[config.mk]
export PLATFORM = sky130hd
export DESIGN_NAME = hilo_reg_flat
export DESIGN_NICKNAME = d
export VERILOG_FILES = /design/src/rtl/hilo_reg_pkg.sv /design/src/rtl/hilo_reg_if.sv /design/src/rtl/hilo_fwd.sv /design/src/rtl/hilo_reg.sv /design/src/flat_wrapper.sv
export SDC_FILE = /design/constraint.sdc
export NUM_CORES = 1
export LEC_CHECK = 0
export ABC_CLOCK_PERIOD_IN_PS = 1560
export BUFFER_PORTS_ARGS = -buffer_cell sky130_fd_sc_hd__buf_2
export CELL_PAD_IN_SITES_DETAIL_PLACEMENT = 1
export CELL_PAD_IN_SITES_GLOBAL_PLACEMENT = 1
export CORE_AREA = 5 5 113 115
export CTS_CLUSTER_DIAMETER = 100
export CTS_CLUSTER_SIZE = 24
export DETAILED_ROUTE_END_ITERATION = 10
export DIE_AREA = 0 0 118 120
export MAX_ROUTING_LAYER = met4
export PLACE_DENSITY_LB_ADDON = 0.1
export SYNTH_ARGS = -nofsm -noshare
export SYNTH_HDL_FRONTEND = slang
export SYNTH_SLANG_ARGS = --single-unit
[constraint.sdc]
create_clock -name clk -period 1.56 [get_ports clk]
set_clock_uncertainty 0.2 [all_clocks]
set_input_delay 0.156 -clock clk [delete_from_list [all_inputs] [get_ports clk]]
set_output_delay 0.156 -clock clk [all_outputs]
set_load 0.02 [all_outputs]
[src/rtl/hilo_reg_pkg.sv]
// Shared types for the HI/LO register pair and its EX-stage forwarding.
// Widths: 32-bit HI/LO words, 8-bit commit counter.
package hilo_reg_pkg;

  localparam int REG_W = 32;
  localparam int CNT_W = 8;

  typedef logic [REG_W-1:0] word_t;
  typedef logic [CNT_W-1:0] cnt_t;

  localparam word_t ZERO_WORD = '0;

  typedef struct packed {
    logic  we;
    word_t hi;
    word_t lo;
  } hilo_wr_t;

  typedef struct packed {
    word_t hi;
    word_t lo;
  } hilo_t;

  function automatic cnt_t cnt_inc(cnt_t c);
    return c + cnt_t'(1);
  endfunction

endpackage

[src/rtl/hilo_reg_if.sv]
// HI/LO port bundle: MEM/WB write sources, EX read request and results.
// slave = hilo_reg, master = surrounding pipeline.
interface hilo_reg_if;
  import hilo_reg_pkg::*;

  logic  wb_whilo;
  word_t wb_hi_i;
  word_t wb_lo_i;
  logic  mem_whilo;
  word_t mem_hi_i;
  word_t mem_lo_i;
  logic  ex_rd_hilo;
  word_t hi_o;
  word_t lo_o;
  word_t ex_hi_o;
  word_t ex_lo_o;
  logic  stall_req_o;
  cnt_t  commit_cnt_o;

  modport slave (
    input  wb_whilo, wb_hi_i, wb_lo_i,
    input  mem_whilo, mem_hi_i, mem_lo_i,
    input  ex_rd_hilo,
    output hi_o, lo_o, ex_hi_o, ex_lo_o,
    output stall_req_o, commit_cnt_o
  );

  modport master (
    output wb_whilo, wb_hi_i, wb_lo_i,
    output mem_whilo, mem_hi_i, mem_lo_i,
    output ex_rd_hilo,
    input  hi_o, lo_o, ex_hi_o, ex_lo_o,
    input  stall_req_o, commit_cnt_o
  );

endinterface

[src/rtl/hilo_fwd.sv]
// EX-stage HI/LO source select; HILO_BYPASS_EN picks forwarding,
// otherwise EX reads architectural state and a hazard flag is raised.
module hilo_fwd
  import hilo_reg_pkg::*;
(
  input  hilo_wr_t wb,
  input  hilo_wr_t mem,
  input  hilo_t    arch,
  output hilo_t    ex,
  output logic     hazard
);

`ifdef HILO_BYPASS_EN
  // MEM holds the younger write, so it outranks WB.
  always_comb begin
    ex     = arch;
    hazard = 1'b0;
    priority case (1'b1)
      mem.we:  ex = '{hi: mem.hi, lo: mem.lo};
      wb.we:   ex = '{hi: wb.hi, lo: wb.lo};
      default: ex = arch;
    endcase
  end
`else
  logic unused_data;

  assign unused_data = ^{wb.hi, wb.lo, mem.hi, mem.lo};

  always_comb begin
    ex     = arch;
    hazard = mem.we | wb.we;
  end
`endif

endmodule

[src/rtl/hilo_reg.sv]
// Architectural HI/LO pair with commit counter and EX read path.
// Build option: HILO_BYPASS_EN enables MEM/WB forwarding instead of stalling.
module hilo_reg
  import hilo_reg_pkg::*;
(
  input  logic       clk,
  input  logic       Rst_n,
  hilo_reg_if.slave  bus
);

  hilo_t    arch_d, arch_q;
  cnt_t     cnt_d, cnt_q;
  hilo_wr_t wb_wr, mem_wr;
  hilo_t    ex_val;
  logic     hazard;

  assign wb_wr  = {bus.wb_whilo, bus.wb_hi_i, bus.wb_lo_i};
  assign mem_wr = {bus.mem_whilo, bus.mem_hi_i, bus.mem_lo_i};

  always_comb begin
    arch_d = arch_q;
    cnt_d  = cnt_q;
    if (bus.wb_whilo) begin
      arch_d = '{hi: bus.wb_hi_i, lo: bus.wb_lo_i};
      cnt_d  = cnt_inc(cnt_q);
    end
  end

  always_ff @(posedge clk or negedge Rst_n) begin
    if (!Rst_n) begin
      arch_q <= '{hi: ZERO_WORD, lo: ZERO_WORD};
      cnt_q  <= '0;
    end else begin
      arch_q <= arch_d;
      cnt_q  <= cnt_d;
    end
  end

  hilo_fwd u_fwd (
    .wb     (wb_wr),
    .mem    (mem_wr),
    .arch   (arch_q),
    .ex     (ex_val),
    .hazard (hazard)
  );

  assign bus.hi_o         = arch_q.hi;
  assign bus.lo_o         = arch_q.lo;
  assign bus.commit_cnt_o = cnt_q;
  assign bus.ex_hi_o      = ex_val.hi;
  assign bus.ex_lo_o      = ex_val.lo;
  // Held low during reset regardless of pending writes.
  assign bus.stall_req_o  = Rst_n & bus.ex_rd_hilo & hazard;

endmodule

[src/flat_wrapper.sv]
// flat-port wrapper written by rule: the top's interface ports become plain ports
module hilo_reg_flat import hilo_reg_pkg::*;
  (clk, Rst_n, bus_wb_whilo, bus_wb_hi_i, bus_wb_lo_i, bus_mem_whilo, bus_mem_hi_i, bus_mem_lo_i, bus_ex_rd_hilo, bus_hi_o, bus_lo_o, bus_ex_hi_o, bus_ex_lo_o, bus_stall_req_o, bus_commit_cnt_o);
  hilo_reg_if bus_i ();
  input  logic clk;
  input  logic Rst_n;
  input wire logic [$bits(bus_i.wb_whilo)-1:0] bus_wb_whilo;
  input wire logic [$bits(bus_i.wb_hi_i)-1:0] bus_wb_hi_i;
  input wire logic [$bits(bus_i.wb_lo_i)-1:0] bus_wb_lo_i;
  input wire logic [$bits(bus_i.mem_whilo)-1:0] bus_mem_whilo;
  input wire logic [$bits(bus_i.mem_hi_i)-1:0] bus_mem_hi_i;
  input wire logic [$bits(bus_i.mem_lo_i)-1:0] bus_mem_lo_i;
  input wire logic [$bits(bus_i.ex_rd_hilo)-1:0] bus_ex_rd_hilo;
  output wire logic [$bits(bus_i.hi_o)-1:0] bus_hi_o;
  output wire logic [$bits(bus_i.lo_o)-1:0] bus_lo_o;
  output wire logic [$bits(bus_i.ex_hi_o)-1:0] bus_ex_hi_o;
  output wire logic [$bits(bus_i.ex_lo_o)-1:0] bus_ex_lo_o;
  output wire logic [$bits(bus_i.stall_req_o)-1:0] bus_stall_req_o;
  output wire logic [$bits(bus_i.commit_cnt_o)-1:0] bus_commit_cnt_o;
  assign bus_i.wb_whilo = bus_wb_whilo;
  assign bus_i.wb_hi_i = bus_wb_hi_i;
  assign bus_i.wb_lo_i = bus_wb_lo_i;
  assign bus_i.mem_whilo = bus_mem_whilo;
  assign bus_i.mem_hi_i = bus_mem_hi_i;
  assign bus_i.mem_lo_i = bus_mem_lo_i;
  assign bus_i.ex_rd_hilo = bus_ex_rd_hilo;
  assign bus_hi_o = bus_i.hi_o;
  assign bus_lo_o = bus_i.lo_o;
  assign bus_ex_hi_o = bus_i.ex_hi_o;
  assign bus_ex_lo_o = bus_i.ex_lo_o;
  assign bus_stall_req_o = bus_i.stall_req_o;
  assign bus_commit_cnt_o = bus_i.commit_cnt_o;
  hilo_reg u_core (.clk(clk), .Rst_n(Rst_n), .bus(bus_i));
endmodule
==> impl_metrics.py <==
metrics = {
    "outcome": {
        "status": "complete, no violations",
    },
    "detailed_routing": {
        "vias_per_cell": 4.13,
        "vias": 2441,
        "first_pass_iters": 4,
        "drt_drc_violations_left": 0,
        "wl_per_cell_um": 14.5,
        "drt_wl_total_um": 8570,
        "drt_iter0_drc": 65,
        "antenna_left": 0,
    },
    "clock_network": {
        "post_cts_buffers": 0,
        "cts_tree": "built",
        "clock-root-buffer": "clkbuf_16",
        "cts_buffer_depth": 2,
        "path_clk_slew_ns": 0.06,
        "insertion_delay_ns": 0.33,
        "cts_resized": 0,
        "cts_sinks": 72,
        "cts_buffers": 9,
        "htreeDepth": 3,
        "ctsHoldBuffers": 65,
    },
    "synth": {
        "ys_warn_count": 0,
        "syn_area_um2": 3210,
        "avgSynthCellArea_um2": 14.1,
        "ys_types": 11,
        "synth_fp_nets": 361,
        "ys_ff_latch": 72,
        "yosysSeqAreaShare_pct": 56.2,
        "syn_inst": 227,
    },
    "layout": {
        "final_cell_mix": "204 x buf_2, 72 x dfrtp_1, 65 x mux2_2, 65 x dlygate4sd3_1, 9 x clkbuf_16",
        "final_cells": 591,
        "num-nets-final": 573,
        "regArea_um2": 1800,
        "final_common_cell": "buf_2",
        "multi_input_area_um2": 860,
        "drive_above_1_share_pct": 64.9,
        "fill_cells": 1299,
        "synthToLayoutAreaGrowth_pct": 53.1,
        "num_antenna_cells": 0,
    },
    "sta": {
        "fin_hold_ws_ns": 0.118,
        "relSlewSlack_pct": 73.4,
        "rsz0062_at_grt": "no",
        "slew_violations": 0,
        "timing.fmax_ghz": 0.681,
        "worst_pin_slew_ns": 0.399,
        "setup_viol": 0,
        "hold_viol": 0,
        "fin_crit_sh_pct": 94.2,
        "fin_crit_ns": 1.47,
        "setup_tns_ns": 0,
    },
    "grt": {
        "grt_usage_pct": 12.5,
        "grt_remaining_overflow": 0,
        "grt_max_degree": 73,
        "grt_pass1_wl_um": 13900,
        "grt_pass1_vias": 2788,
        "antenna_found_initial": 0,
    },
    "floorplanning": {
        "num_rows": 40,
        "start_util_pct": 27.4,
        "die_w_um": 118,
        "coreArea_um2": 11700,
        "die_h_um": 120,
        "dieArea_um2": 14200,
        "io_pins": 270,
    },
    "place": {
        "dp.cells": 510,
        "port_buffers": 205,
        "dp_hpwl_um": 5930,
        "gp_congestion": 0.662,
    },
    "pwr": {
        "seqPwrFrac_pct": 38.0,
        "clock_power_share_pct": 35.8,
        "leakage_nw": 2.44,
        "peakVddDrop_uv": 477,
        "p_switching_w": 0.00195,
        "p_int_w": 0.00426,
        "power_frac_comb_pct": 26.2,
        "power.density_nw_per_um2": 1270,
        "p_sw_share_pct": 31.4,
    },
    "worst_setup_path": {
        "cpLargestDelayFamily": "buffers and inverters",
        "path_buf_inv": 3,
        "crit_arrival_ns": 1.11,
        "critPathLaunchType": "primary input",
        "endpoint_kind": "output port",
        "worst-setup-path-type": "in2out",
        "crit_chain": "dlygate4sd3_1 > buf_4 > o211a_1 > buf_2",
        "cpPeakStageDelay_ns": 0.54,
        "cp_data_required_time_ns": 1.20,
        "path_max_fanout": 2,
        "slowest_stage": "dlygate4sd3_1",
    },
    "worst_hold_path": {
        "min_path_type": "in2reg",
    },
    "flow_run": {
        "drv_cap": 0,
    },
}
## final timing paths
| path | from | endpoint | slack [ns] | cells past startpoint |
|---|---|---|---|---|
| max | Rst_n | bus_stall_req_o | 0.09 | 4 |
| min | bus_wb_whilo | u_core.bus.commit_cnt_o[0] | 0.12 | 3 |
| max reg2reg | u_core.bus.commit_cnt_o[0] | u_core.bus.commit_cnt_o[1] | 0.23 | 2 |
| min reg2reg | u_core.bus.commit_cnt_o[7] | u_core.bus.commit_cnt_o[7] | 0.26 | 1 |
| max in group asynchronous | Rst_n | u_core.bus.hi_o[1] | 0.61 | 3 |
| min in group asynchronous | Rst_n | u_core.bus.hi_o[3] | 0.22 | 3 |
## power by group through the flow
stage	logic [W]	clock network, W	registers (W)
final	0.00163	0.00222	0.00236
after detailed placement	0.00152	0	0.00240
after CTS	0.00166	0.00231	0.00237
after global placement	0.00151	0	0.00239
after floorplan	0.000794	0	0.00268
after global routing	0.00174	0.00238	0.00241
## per-stage QoR
step                      utilization [%]  worst slack (ns)  total power [W]  instance area [um2]
after floorplan                         -             0.203          0.00348                 3210
after global placement               33.6             0.247          0.00390                 3930
after detailed placement             33.6             0.236          0.00392                 3930
after CTS                            41.9            0.0776          0.00633                 4910
after global routing                 41.9            0.0436          0.00653                 4910
final                                41.9            0.0910          0.00621                 4910
## layer usage
metal	routed length, um	GRT usage, %
met2	4610	22.0
met3	491	2.73
met4	197	6.02
met5	0	-
met1	3280	13.3
## cell families (layout without fill, tap and decap cells)
family                   Yosys count  in the layout  share of synthesized area, %
AND/OR/NAND/NOR                    9              9                          1.37
flip-flops                        72             72                          56.2
buffers and inverters             72            289                          17.0
multiplexers                      65             65                          22.8
XOR/XNOR                           7              7                          1.91
adder cells (fa/ha/maj)            1              1                         0.390
AO/OA/AOI/OAI                      1              1                         0.312
## synthesized netlist by cell type
library cell,n,area share [%]
buf_4,71,17
buf_6,1,0.35
dfrtp_1,72,56
ha_1,1,0.39
mux2_2,65,23
nand2_1,2,0.23
nand4_1,4,0.78
nor2_1,3,0.35
o211a_1,1,0.31
xnor2_1,3,0.82
xor2_1,4,1.1
## cell type report
class	count	share of cell area, %
Clock inverter	5	1.63
Multi-Input combinational cell	83	17.5
Clock buffer	11	4.95
Tap cell	147	3.75
Sequential cell	72	36.7
Timing Repair Buffer	273	35.4
## flip-flops by register name (all words and copies together), names as in the netlist
signal                   cells
u_core.bus.lo_o             32
u_core.bus.hi_o             32
u_core.bus.commit_cnt_o      8
## tightest hold or removal path: cells and delay by family
kind / cells / cell delay (ns)
XOR/XNOR: 1 / 0.09
buffers and inverters: 2 / 0.34
Power figures use the tool's default switching activity.
